--- src/rtl/timer_ctrl_pkg.sv ---
// Shared definitions for the timer controller: state encoding and reload mode constants.
package timer_ctrl_pkg;

  typedef enum logic [1:0] {
    ST_IDLE  = 2'd0,
    ST_RUN   = 2'd1,
    ST_PAUSE = 2'd2,
    ST_DONE  = 2'd3
  } state_e;

  localparam logic MODE_ONESHOT = 1'b0;
  localparam logic MODE_AUTO    = 1'b1;

endpackage

--- src/rtl/timer_ctrl_presc_div.sv ---
// Prescaler for the timer: counts while advanced, ticks when it reaches the limit, then restarts at 0.
module presc_div #(
  parameter int PRESC_W = 8
) (
  input  logic               clk,
  input  logic               rst,
  input  logic               clear,
  input  logic               advance,
  input  logic [PRESC_W-1:0] limit,
  output logic               tick
);

  logic [PRESC_W-1:0] cnt_q;
  logic [PRESC_W-1:0] cnt_d;

  assign tick = (cnt_q == limit);

  // Holding is the default, so a paused timer resumes from where it stopped.
  always_comb begin
    cnt_d = cnt_q;
    if (clear) begin
      cnt_d = '0;
    end else if (advance) begin
      cnt_d = tick ? '0 : cnt_q + 1'b1;
    end
  end

  always_ff @(posedge clk) begin
    if (rst) cnt_q <= '0;
    else     cnt_q <= cnt_d;
  end

endmodule

--- src/rtl/timer_ctrl.sv ---
// Timer controller: drives clear/enable of an external 4-bit counter through IDLE/RUN/PAUSE/DONE,
// with a prescaled count rate and one-shot or auto-reload operation.
module timer_ctrl
  import timer_ctrl_pkg::*;
#(
  parameter int PRESC_W = 8
) (
  input  logic               clk,
  input  logic               rst,
  input  logic               start,
  input  logic               stop,
  input  logic               clr,
  input  logic               mode,
  input  logic [3:0]         period,
  input  logic [PRESC_W-1:0] presc,
  input  logic [3:0]         cnt_val,
  output logic               cnt_rst,
  output logic               cnt_ce,
  output logic               busy,
  output logic               done
);

  state_e             state_q, state_d;
  logic [3:0]         period_q, period_d;
  logic               mode_q, mode_d;
  logic [PRESC_W-1:0] presc_q, presc_d;
  logic               done_q, done_d;

  logic presc_clear;
  logic presc_advance;
  logic tick;
  logic terminal;
  logic cnt_rst_c;
  logic cnt_ce_c;

  presc_div #(.PRESC_W(PRESC_W)) u_presc (
    .clk     (clk),
    .rst     (rst),
    .clear   (presc_clear),
    .advance (presc_advance),
    .limit   (presc_q),
    .tick    (tick)
  );

  assign terminal = (state_q == ST_RUN) && (cnt_val == period_q);

  // Terminal count is treated as completion and wins over a stop in the same cycle.
  always_comb begin
    state_d       = state_q;
    period_d      = period_q;
    mode_d        = mode_q;
    presc_d       = presc_q;
    done_d        = 1'b0;
    presc_clear   = 1'b0;
    presc_advance = 1'b0;
    cnt_rst_c     = 1'b0;
    cnt_ce_c      = 1'b0;
    if (clr) begin
      cnt_rst_c   = 1'b1;
      presc_clear = 1'b1;
      state_d     = ST_IDLE;
    end else begin
      case (state_q)
        ST_IDLE, ST_DONE: begin
          if (start) begin
            period_d    = period;
            mode_d      = mode;
            presc_d     = presc;
            cnt_rst_c   = 1'b1;
            presc_clear = 1'b1;
            state_d     = ST_RUN;
          end
        end
        ST_RUN: begin
          if (terminal) begin
            done_d      = 1'b1;
            presc_clear = 1'b1;
            if (mode_q == MODE_AUTO) cnt_rst_c = 1'b1;
            else                     state_d   = ST_DONE;
          end else begin
            presc_advance = 1'b1;
            cnt_ce_c      = tick;
            if (stop) state_d = ST_PAUSE;
          end
        end
        ST_PAUSE: begin
          if (start) state_d = ST_RUN;
        end
        default: state_d = ST_IDLE;
      endcase
    end
  end

  always_ff @(posedge clk) begin
    if (rst) begin
      state_q  <= ST_IDLE;
      period_q <= '0;
      mode_q   <= MODE_ONESHOT;
      presc_q  <= '0;
      done_q   <= 1'b0;
    end else begin
      state_q  <= state_d;
      period_q <= period_d;
      mode_q   <= mode_d;
      presc_q  <= presc_d;
      done_q   <= done_d;
    end
  end

  // Reset is synchronous, so outputs are masked directly while it is held.
  assign cnt_rst = rst | cnt_rst_c;
  assign cnt_ce  = ~rst & cnt_ce_c;
  assign busy    = ~rst & ((state_q == ST_RUN) || (state_q == ST_PAUSE));
  assign done    = ~rst & done_q;

endmodule

--- config.mk ---
export PLATFORM = sky130hd
export DESIGN_NAME = timer_ctrl
export DESIGN_NICKNAME = d
export VERILOG_FILES = /design/src/rtl/timer_ctrl_pkg.sv /design/src/rtl/timer_ctrl_presc_div.sv /design/src/rtl/timer_ctrl.sv
export SDC_FILE = /design/constraint.sdc
export NUM_CORES = 1
export LEC_CHECK = 0
export CAP_MARGIN = 20
export CORE_AREA = 2 2 43 64
export DETAILED_ROUTE_END_ITERATION = 7
export DIE_AREA = 0 0 45 66
export DONT_BUFFER_PORTS = 1
export PLACE_DENSITY_LB_ADDON = 0.12
export SYNTH_ARGS = -nofsm -noshare
export SYNTH_HDL_FRONTEND = slang
export SYNTH_SLANG_ARGS = --single-unit
--- constraint.sdc ---
create_clock -name clk -period 1.8 [get_ports clk]
set_input_delay 0.27 -clock clk [delete_from_list [all_inputs] [get_ports clk]]
set_output_delay 0.27 -clock clk [all_outputs]
set_load 0.05 [all_outputs]
== Yosys cells after proc, flatten, opt, wreduce, memory -nomap -nowiden ==
Index checks and enable logic that the tools add are counted.
Word-level totals
  logic and storage cells: 52
  register bits after elaboration: 24
  bits of input ports: 22
  output and inout port bits: 4
Cells by class
  multiplexer cells: 20
  reductions and logical operators: 10
  equal/unequal tests: 8
  $add $sub $neg: 1
  bitwise gates (word level): 7
Operator list (count)
  1-bit 2-to-1 mux: 12
  8-bit by 1-bit adder with 8-bit output (second input constant): 1
  8-bit == test: 1
  2-bit 2-to-1 mux: 4
  8-bit 2-to-1 mux: 1
  3-bit != test (second input constant): 2
  3-bit AND reduction: 2
  2-bit OR reduction: 3
  3-bit OR reduction: 2
  2-bit == test (second input constant): 2
  4-bit == test: 1
  1-bit one-hot mux with 2 select lines: 2
  2-bit one-hot mux with 2 select lines: 1
  1-bit AND: 3
  1-bit NOT: 3
  2-bit by 1-bit == test with 1-bit output (second input constant): 1
  2-bit logical NOT: 1
  2-bit by 1-bit != test with 1-bit output (second input constant): 1
  1-bit logical AND: 1
  1-bit logical OR: 1
  1-bit OR: 1

== Logic depth before layout (Yosys ltp) ==
Gate-level depths: netlist of the first run.
  depth after elaboration: 6
  mapped depth: 7
  mapped depth without buffers: 7

== Cells and area by module ==
From an unflattened synthesis of the first run, not the netlist that was laid out.
Unflattened totals
  cell total of the unflattened synthesis: 145
  area total of the unflattened synthesis: 1178.6 um^2
Modules (own cells, without submodules)
  timer_ctrl: sequential area each 320.3 um^2, times used 1, area an instance 730.7 um^2, cells each 96
  presc_div: sequential area each 160.2 um^2, times used 1, area an instance 447.9 um^2, cells each 49

== Least setup slack after synthesis of the first run ==
No wires, ideal clock.
  path kind: reg2out
  from: register u_presc.cnt_q[1]
  to: output port cnt_ce
  stages on the path, launching flop included: 5
  slack: -0.784 ns
  buffers on the path: 0
  data required time: 1.530 ns
  arrival: 2.314 ns
  cells stage by stage: dfxtp_1 xor2_1 nor4_2 nand2_1 nor3_1
On the way
  cells in the longest elaborated chain, start to end: 5
RTL lines
  start: declaration: line timer_ctrl_presc_div.sv:13  | logic [PRESC_W-1:0] cnt_q;
  start signal: assignment: line timer_ctrl_presc_div.sv:30  | else cnt_q <= cnt_d;
  8-bit == test: line timer_ctrl_presc_div.sv:16  | assign tick = (cnt_q == limit);
  1-bit 2-to-1 mux: line timer_ctrl.sv:75  | if (terminal) begin
  1-bit 2-to-1 mux: line timer_ctrl.sv:63  | case (state_q)
  1-bit 2-to-1 mux: line timer_ctrl.sv:58  | if (clr) begin
  1-bit AND: line timer_ctrl.sv:112  | assign cnt_ce = ~rst & cnt_ce_c;
  end: declaration: line timer_ctrl.sv:18  | output logic cnt_ce,
No other way between the ends.

== Worst setup path in the final report of the first run ==
  from: register period_q[1]
  to: register state_q[0]
On the way
  cells in the longest elaborated chain, start to end: 4
  elaborated cells on any way between the ends: 7
  those cells by class: eq/ne: 3; mux: 2; reduce/logical: 2
RTL lines
  start: declaration: line timer_ctrl.sv:24  | logic [3:0] period_q, period_d;
  start signal: assignment: line timer_ctrl.sv:103  | period_q <= period_d;
  4-bit == test (*): line timer_ctrl.sv:45  | assign terminal = (state_q == ST_RUN) && (cnt_val == period_q);
  1-bit logical AND (*): line timer_ctrl.sv:45
  3-bit != test (no source line) / 2-bit 2-to-1 mux (equally long branches)
  3-bit AND reduction (no source line) / 2-bit one-hot mux with 2 select lines (equally long branches)
  end signal: assignment: line timer_ctrl.sv:102  | state_q <= state_d;
  end: declaration: line timer_ctrl.sv:23  | state_e state_q, state_d;
Every way passes the cells marked *; elsewhere a longest branch is shown, timed or not.
A chain may end at the register's enable or synchronous reset.

==> metrics.yaml, run 1 <==
leakagePower_nw: 0.659
worst_path_dominant_cell_family: "compound AO/OA/AOI/OAI gates"
antennaDiodeCount: 0
timing.final.ws_setup_ns: -0.225
initial_antenna_violation_count: 0
clk_pin_slew_ns: 0.13
whs_ns: 0.0705
p_per_area_mw_per_mm2: 636
status: "complete, but fails checks"
period_share_pct: 112
startpoint_type: "flip-flop"
cts.sinks: 24
layout-drive-gt1-share_pct: 32.6
insertion_delay_ns: 0.31
synthDominantAreaCellType: "dfxtp_1"
rsz_0062_raised_after_global_routing: "true"
drt-pass1-iter-count: 4
start_util_pct: 52.4
proportion_of_total_power_due_to_net_switching_pct: 27.9
worst_hold_path_type: "input pin to flip-flop"
netlist_area_mm2: 0.00127
power.combinational.fraction_pct: 21.9
slowest_delay_ns: 0.39
cp.required_ns: 2.05
place_area_mm2: 0.00148
number_of_global_route_vias_before_repair: 1121
failed_checks: "negative setup slack"
p_switching_mw: 0.303
tritoncts.num_buffers: 3
dp_slack_ns: -0.0514
via_count: 1175
cts_max_level: 1
synthesis.yosys.warnings: 0
syn-num-nets: 176
num_io_pins: 26
die_area_mm2: 0.00297
postSynthRegisterBits: 24
cp.buffers_inverters: 3
clock.fmax_mhz: 494
fp.dieH_um: 66
drtAntennaViolNets: 0
dp_hpwl_um: 2040
route.detailed.vias_per_inst: 5.82
first_pass_grt_wire_length_um: 4890
max-clock-path-buffers: 2
largest_driver_fanout_on_the_critical_path: 3
synthArstFlopShare_pct: 0
synth_edf_count: 0
min_period_ns: 2.02
tritoncts: "yes"
cts_root_buffer: "clkbuf_4"
yosys.area.top_type_share_pct: 37.8
cp_slowest_cell: "dfxtp_4"
place.port_buffers: 0
dieWidth_um: 45
initialDrtViolationCount: 29
max_cap_viol_count: 0
totalPowerFinal_mw: 1.08
setup.worst_path.class: "flip-flop to flip-flop"
critical_path.most_common_cell: "buf_4"
syn_avg_cell_area_um2: 8.47
worst_vdd_rail_ir_drop_v: 0.000383
synth_top_cells_by_area: "dfxtp_1 (38%), nand2_1 (11%), a21oi_1 (8.7%)"
finClkSkew_ns: 0.00132
grt_start_max_net_pins: 19
power.sequential.fraction_pct: 51.9
nets: 205
floorplan.core_area_mm2: 0.00242
worst_setup_path_end_kind: "flip-flop"
synth-main-ff-cell: "dfxtp_1"
avgRoutedWirePerCell_um: 16.4
intPower_mw: 0.782
netlist_instances: 150
crit_chain: "xor2_4 -> nor4_2 -> buf_4 -> buf_4 -> buf_6 -> mux2_4 -> a311o_1 -> a21oi_2"
worst-slew-pin-transition_ns: 0.474
finalSetupViolations: 4
critPathArrivalTime_ns: 2.28
slew_headroom_pct: 68.3
finalWirelength_um: 3310
rows: 22
grt_use_total_pct: 22.3
proportion_of_synthesized_chip_area_in_sequential_cells_pct: 37.8
areaGrowthSynthToFinish_pct: 34.3
finalWeightedCongestion: 0.838
ys_types: 33
gr-total-overflow: 0
fin_area_mm2: 0.00171
maxSlewViolCount: 0
final_hold_viol_count: 0
power.share.clock_pct: 26.2
route.detailed.drc: 0
## synthesized netlist by cell type (2+ instances only)
cell and count:
a21oi_1 22, a31oi_1 3, clkbuf_1 3, dfxtp_1 24, ha_1 4, inv_1 2
nand2_1 36, nand3_1 5, nand3b_1 3, nor2_1 8, nor3_1 2, nor4_2 3
o21ai_0 5, xor2_1 8, xor2_2 4
## per-stage QoR
stage	setup TNS (ns)	instances	util (%)
2_1_floorplan	-0.0260	150	-
3_3_place_gp	-0.00148	186	61.2
3_5_place_dp	-0.0514	186	61.2
4_1_cts	-0.564	194	64.6
5_1_grt	-1.30	202	70.4
6_report	-0.770	202	70.4
## cell usage in the layout (no fill, tap or decap), types with 2 or more instances in the layout
cell           Yosys  final
nor4_4             0      2
a21oi_2            0      2
ha_1               4      3
a31oi_1            3      3
buf_12             0      2
o21ai_0            5      4
nor2_1             8      8
nand2_1           36     35
inv_1              2      2
dfxtp_4            0      2
buf_6              0      3
dfxtp_1           24     15
xor2_4             0      2
clkbuf_4           0      3
nand3b_1           3      3
xor2_1             8      7
a21oi_1           22     20
dfxtp_2            0      7
nand3_1            5      5
buf_4              0     19
xor2_2             4      3
dlygate4sd3_1      0      4
## cells by family (layout without fill, tap and decap cells)
logic type	after synthesis	after routing	share of synthesized area [%]
DFF	24	24	37.8
xor gates and xnor gates	12	12	10.6
buffers and inverters	6	34	1.77
muxes	2	2	1.97
and+or+nand+nor	64	64	24.2
AOI/OAI and AO/OA	38	38	19.6
adders and majority gates	4	4	3.94
## what timing repair did
item / CTS / global route
pin swaps: 9 / 6
setup endpoints to repair: 4 / 12
cloned: 0 / 0
hold endpoints to repair: 2 / 11
hold buffers: 1 / 3
buffers inserted: 3 / 5
gates resized for setup: 5 / 16
## worst reg2reg max path: cells and delay by family, from the launching register on
family | cells | cell delay, ns
AND/OR/NAND/NOR | 1 | 0.29
AO/OA/AOI/OAI | 2 | 0.46
XOR/XNOR | 1 | 0.15
flip-flops | 1 | 0.39
multiplexers | 1 | 0.30
buffers and inverters | 3 | 0.37
## sequential cells by signal, summed over array words and instances (netlist names)
signal,cells
presc_q,8
u_presc.cnt_q,8
period_q,4
state_q,2
done_q,1
mode_q,1
## final timing paths
path,from,endpoint,slack (ns),depth (start not counted)
max,period_q[1],state_q[0],-0.22,8
min,period[0],period_q[0],0.07,2
max reg2reg,period_q[1],state_q[0],-0.22,8
min reg2reg,presc_q[1],presc_q[1],0.48,2
## per-layer routing
metal / global-route usage (%) / share of wire (%)
met5: 0 / 0
met4: 9.93 / 2.8
met3: 3.55 / 4.9
met2: 37.3 / 54
met1: 27.2 / 39
## power groups by stage
stage	Clock [mW]	Combinational (mW)	Sequential, mW
finish	0.284	0.238	0.562
global route	0.319	0.255	0.565
CTS	0.287	0.200	0.560
detailed placement	0	0.185	0.573
global placement	0	0.183	0.573
floorplan	0	0.138	0.571
## final cells by class
cell class,count,area [um^2]
multi-input combinational,120,878
fill,180,717
sequential,24,497
timing repair buffer,28,256
clock buffer,4,36.3
tap,24,30.0
inverter,2,7.51
Power figures use the tool's default switching activity.
==> inputs of run 2 (changes only) <==
--- a/config.mk
+++ b/config.mk
@@ -11,6 +11,7 @@
 export DIE_AREA = 0 0 45 66
 export DONT_BUFFER_PORTS = 1
 export PLACE_DENSITY_LB_ADDON = 0.12
+export RECOVER_POWER = 25
 export SYNTH_ARGS = -nofsm -noshare
 export SYNTH_HDL_FRONTEND = slang
 export SYNTH_SLANG_ARGS = --single-unit
==> run 2 against run 1 <==
Net effect:
- the run still ends with negative setup slack left
- hold slack better by 0.00066 ns
- power is 0.24% lower
- wire length is 0.79% lower
- critical path type unchanged
- largest power group unchanged
==> metrics.yaml, run 2 (synthesis gave the netlist of run 1 again) <==
areaGrowthSynthToFinish_pct: 34.0
insertion_delay_ns: 0.31
worst_vdd_rail_ir_drop_v: 0.000382
via_count: 1171
number_of_global_route_vias_before_repair: 1121
status: "complete, but fails checks"
route.detailed.vias_per_inst: 5.80
maxSlewViolCount: 0
tritoncts.num_buffers: 3
place_area_mm2: 0.00148
layout-drive-gt1-share_pct: 32.0
start_util_pct: 52.4
max_cap_viol_count: 0
initialDrtViolationCount: 32
grt_use_total_pct: 22.3
drt-pass1-iter-count: 4
worst_setup_path_end_kind: "flip-flop"
place.port_buffers: 0
cp_slowest_cell: "dfxtp_4"
failed_checks: "negative setup slack"
initial_antenna_violation_count: 0
worst_hold_path_type: "input pin to flip-flop"
num_io_pins: 26
rows: 22
rr_startpoint: "period_q[1]"
cts.sinks: 24
finalWirelength_um: 3280
crit_chain: "xor2_4 -> nor4_2 -> buf_4 -> buf_4 -> buf_6 -> mux2_4 -> a311o_1 -> a21oi_2"
period_share_pct: 112
slowest_delay_ns: 0.39
fin_area_mm2: 0.00170
slew_headroom_pct: 60.6
dieWidth_um: 45
finalSetupViolations: 4
finalWeightedCongestion: 0.838
dp_hpwl_um: 2040
critPathArrivalTime_ns: 2.27
min_period_ns: 2.02
avgRoutedWirePerCell_um: 16.2
placed_cells_incl_taps: 186
max-clock-path-buffers: 2
hold_depth: 2
drtAntennaViolNets: 0
die_area_mm2: 0.00297
antennaDiodeCount: 0
largest_registers: "presc_q: 8 flops, u_presc.cnt_q: 8 flops, period_q: 4 flops"
nets: 205
crit-reg2reg-capture: "state_q[0]"
startpoint_type: "flip-flop"
timing.final.ws_setup_ns: -0.218
whs_ns: 0.0712
floorplan.core_area_mm2: 0.00242
rsz_0062_raised_after_global_routing: "true"
final_hold_viol_count: 0
fillerInstances: 182
route.detailed.drc: 0
grt_start_max_net_pins: 19
worstHoldEndpoint: "period_q[0]"
worst-slew-pin-transition_ns: 0.593
largest_driver_fanout_on_the_critical_path: 3
cp.required_ns: 2.05
layout.cells.most_common_list: "nand2_1 (35), a21oi_1 (20), buf_4 (18)"
worst_path_dominant_cell_family: "compound AO/OA/AOI/OAI gates"
p_per_area_mw_per_mm2: 636
final_common_cell: "nand2_1"
clk_pin_slew_ns: 0.13
worstHoldStart: "period[0]"
finClkSkew_ns: 0.00227
totalPowerFinal_mw: 1.08
tritoncts: "yes"
fp.dieH_um: 66
setup.worst_path.class: "flip-flop to flip-flop"
gr-total-overflow: 0
cp.buffers_inverters: 3
cts_root_buffer: "clkbuf_4"
fin_cells: 202
reg2reg_setup_slack_ns: -0.22
first_pass_grt_wire_length_um: 4890
worstRegToRegCells: 8
leakagePower_nw: 0.655
cts_max_level: 1
clock.fmax_mhz: 495
critical_path.most_common_cell: "buf_4"
[run 2: cell types whose count changed in the layout (fill, tap and decap cells not counted), sizes merged]
cell,change
clkbuf,+1
buf,-1
[run 2: where the power goes]
group	switching (mW)	total (mW)	internal [mW]	leakage, nW
clock network	0.159	0.282	0.123	0.0210
logic	0.126	0.237	0.112	0.434
registers	0.0159	0.562	0.547	0.200
[run 2: stage by stage]
| step | utilization, % | setup WS, ns | setup TNS, ns |
|---|---|---|---|
| after floorplan | - | -0.0260 | -0.0260 |
| after global routing | 70.2 | -0.308 | -1.30 |
| final | 70.2 | -0.218 | -0.747 |
| after CTS | 64.6 | -0.236 | -0.564 |
| after global placement | 61.2 | -0.00148 | -0.00148 |
| after detailed placement | 61.2 | -0.0514 | -0.0514 |
[run 2: worst reg2reg max path, stage by stage, from the launching register on]
cell and delay [ns]:
dfxtp_4 0.39, xor2_4 0.15, nor4_2 0.28, buf_4 0.17, buf_4 0.10, buf_6 0.09, mux2_4 0.30, a311o_1 0.35
a21oi_2 0.11
[run 2: area by class of cell]
class	count	area [um^2]	area share [%]
Sequential cell	24	497	29.2
Tap cell	24	30.0	1.76
Timing Repair Buffer	28	253	14.9
Inverter	2	7.51	0.441
Clock buffer	4	36.3	2.13
Multi-Input combinational cell	120	878	51.6
[run 2: metal layers]
layer / GRT usage, % / vias to the layer above / wire (um)
met4: 9.93 / 0 / 110
met1: 27.2 / 552 / 1290
met3: 3.55 / 10 / 131
li1: - / 575 / -
met5: 0 / - / 0
met2: 37.3 / 34 / 1740
[run 2: how the worst max path moves through the flow]
stage,cells after the start,end,from
after floorplan,4,cnt_ce,presc_q[3]
after global placement,6,state_q[0],period_q[1]
after detailed placement,6,state_q[0],period_q[1]
after CTS,6,cnt_rst,period_q[2]
after global routing,6,cnt_rst,period_q[1]
final,8,state_q[0],period_q[1]
[run 2: timing repair]
action | 4_1_cts | 5_1_grt
hold buffers | 1 | 3
hold endpoints to repair | 2 | 11
gates cloned | 0 | 0
setup endpoints to repair | 4 | 12
buffers inserted | 3 | 5
resized for setup | 5 | 16
pin swaps | 9 | 6
==> inputs of run 3 (changes only) <==
--- a/config.mk
+++ b/config.mk
@@ -10,7 +10,7 @@
 export DETAILED_ROUTE_END_ITERATION = 7
 export DIE_AREA = 0 0 45 66
 export DONT_BUFFER_PORTS = 1
-export PLACE_DENSITY_LB_ADDON = 0.12
+export PLACE_DENSITY = 0.7
 export RECOVER_POWER = 25
 export SYNTH_ARGS = -nofsm -noshare
 export SYNTH_HDL_FRONTEND = slang
==> run 3 against run 2 <==
Net effect:
- the run still ends with negative setup slack left
- cell count is 0.99% lower
- register-to-register slack improved by 0.04 ns
- maximum frequency rose by 0.50%
- highest routed layer unchanged
==> metrics.yaml, run 3 (synthesis gave the netlist of run 1 again) <==
worst_setup_path_end_kind: "output port"
layout-drive-gt1-share_pct: 30.7
worst_hold_path_type: "input pin to flip-flop"
first_pass_grt_wire_length_um: 5030
fillerInstances: 191
gr-total-overflow: 0
number_of_global_route_vias_before_repair: 1172
failed_checks: "negative setup slack"
slowest_delay_ns: 0.38
via_count: 1166
finalWeightedCongestion: 0.903
grt_start_max_net_pins: 14
layout.cells.most_common_list: "nand2_1 (35), a21oi_1 (22), buf_4 (18)"
dp_hpwl_um: 2110
tritoncts.num_buffers: 3
tritoncts: "yes"
cp.required_ns: 1.53
initialDrtViolationCount: 29
dieWidth_um: 45
final_common_cell: "nand2_1"
drtAntennaViolNets: 0
maxSlewViolCount: 0
finClkSkew_ns: 0.00310
critPathArrivalTime_ns: 1.74
fin_area_mm2: 0.00169
insertion_delay_ns: 0.31
route.detailed.drc: 0
cp_slowest_cell: "dfxtp_4"
max_cap_viol_count: 0
die_area_mm2: 0.00297
route.detailed.vias_per_inst: 5.83
num_io_pins: 26
slew_headroom_pct: 61.1
finalWirelength_um: 3370
clock.fmax_mhz: 498
areaGrowthSynthToFinish_pct: 32.7
timing.final.ws_setup_ns: -0.208
initial_antenna_violation_count: 0
dp_slack_ns: -0.0267
finalSetupViolations: 4
setup.worst_path.class: "flip-flop to output port"
startpoint_type: "flip-flop"
antennaDiodeCount: 0
rows: 22
cts_max_level: 1
largest_registers: "presc_q: 8 flops, u_presc.cnt_q: 8 flops, period_q: 4 flops"
status: "complete, but fails checks"
start_util_pct: 52.4
cts_root_buffer: "clkbuf_4"
max-clock-path-buffers: 2
rsz_0062_raised_after_global_routing: "true"
totalPowerFinal_mw: 1.04
clk_pin_slew_ns: 0.12
place.port_buffers: 0
largest_driver_fanout_on_the_critical_path: 2
worst_vdd_rail_ir_drop_v: 0.000417
whs_ns: 0.0120
min_period_ns: 2.01
fp.dieH_um: 66
totalNegativeSetupSlack_ns: -0.689
period_share_pct: 112
cts.sinks: 24
grt_use_total_pct: 22.9
nets: 204
place_area_mm2: 0.00147
worst-slew-pin-transition_ns: 0.587
final_hold_viol_count: 0
leakagePower_nw: 0.646
p_per_area_mw_per_mm2: 616
floorplan.core_area_mm2: 0.00242
drt-pass1-iter-count: 4
crit_chain: "xor2_4 -> nor4_4 -> buf_4 -> a32oi_4 -> o21ai_4 -> buf_12"
avgRoutedWirePerCell_um: 16.9
## run 3: cell types whose count changed in the layout (fill, tap and decap cells not counted), sizes merged
| cell | previous run | this run |
|---|---|---|
| dlygate4sd3 | 4 | 3 |
| clkbuf | 5 | 4 |
## run 3: through the flow
| stage | util [%] | instances |
|---|---|---|
| finish | 69.6 | 200 |
| floorplan | - | 150 |
| global route | 69.6 | 200 |
| global placement | 60.6 | 184 |
| CTS | 64.6 | 194 |
| detailed placement | 60.6 | 184 |
## run 3: layout make-up
cell class                 instances  area [um^2]  area share (%)
multi-input combinational        120          887            52.6
sequential                        24          495            29.4
timing repair buffer              27          243            14.4
tap                               24         30.0            1.78
clock buffer                       3         22.5            1.34
inverter                           2         7.51           0.445
## run 3: repair_timing
item	4_1_cts	5_1_grt
setup endpoints to repair	3	12
gates cloned	0	0
resized for setup	7	13
hold endpoints to repair	10	2
hold buffers	2	1
pin swaps	10	8
buffers inserted	5	5
## run 3: worst paths after layout
path | start | slack, ns | end | cells after the start
setup reg to reg | period_q[1] | -0.18 | state_q[0] | 8
hold reg to reg | presc_q[0] | 0.48 | presc_q[0] | 2
hold / removal | clr | 0.01 | done_q | 1
setup / recovery | period_q[1] | -0.21 | cnt_rst | 6
## run 3: worst max-delay path: cells and delay by family (launching register included)
family | cells | cell delay, ns
compound gates | 2 | 0.29
xor+xnor | 1 | 0.17
buf+inv | 2 | 0.32
flops | 1 | 0.38
simple gates | 1 | 0.26
## run 3: power breakdown
group / switching, mW / total (mW) / internal [mW]
logic: 0.129 / 0.242 / 0.114
clock network: 0.155 / 0.233 / 0.0783
registers: 0.0164 / 0.562 / 0.546
total: 0.300 / 1.04 / 0.738
## run 3: metal layers
metal	up-vias	global-route usage [%]	part of all wire, %
met5	-	0	0
met4	0	9.56	2.7
met3	12	2.46	3.6
met2	36	41.8	56
met1	548	25.5	37
li1	570	-	-
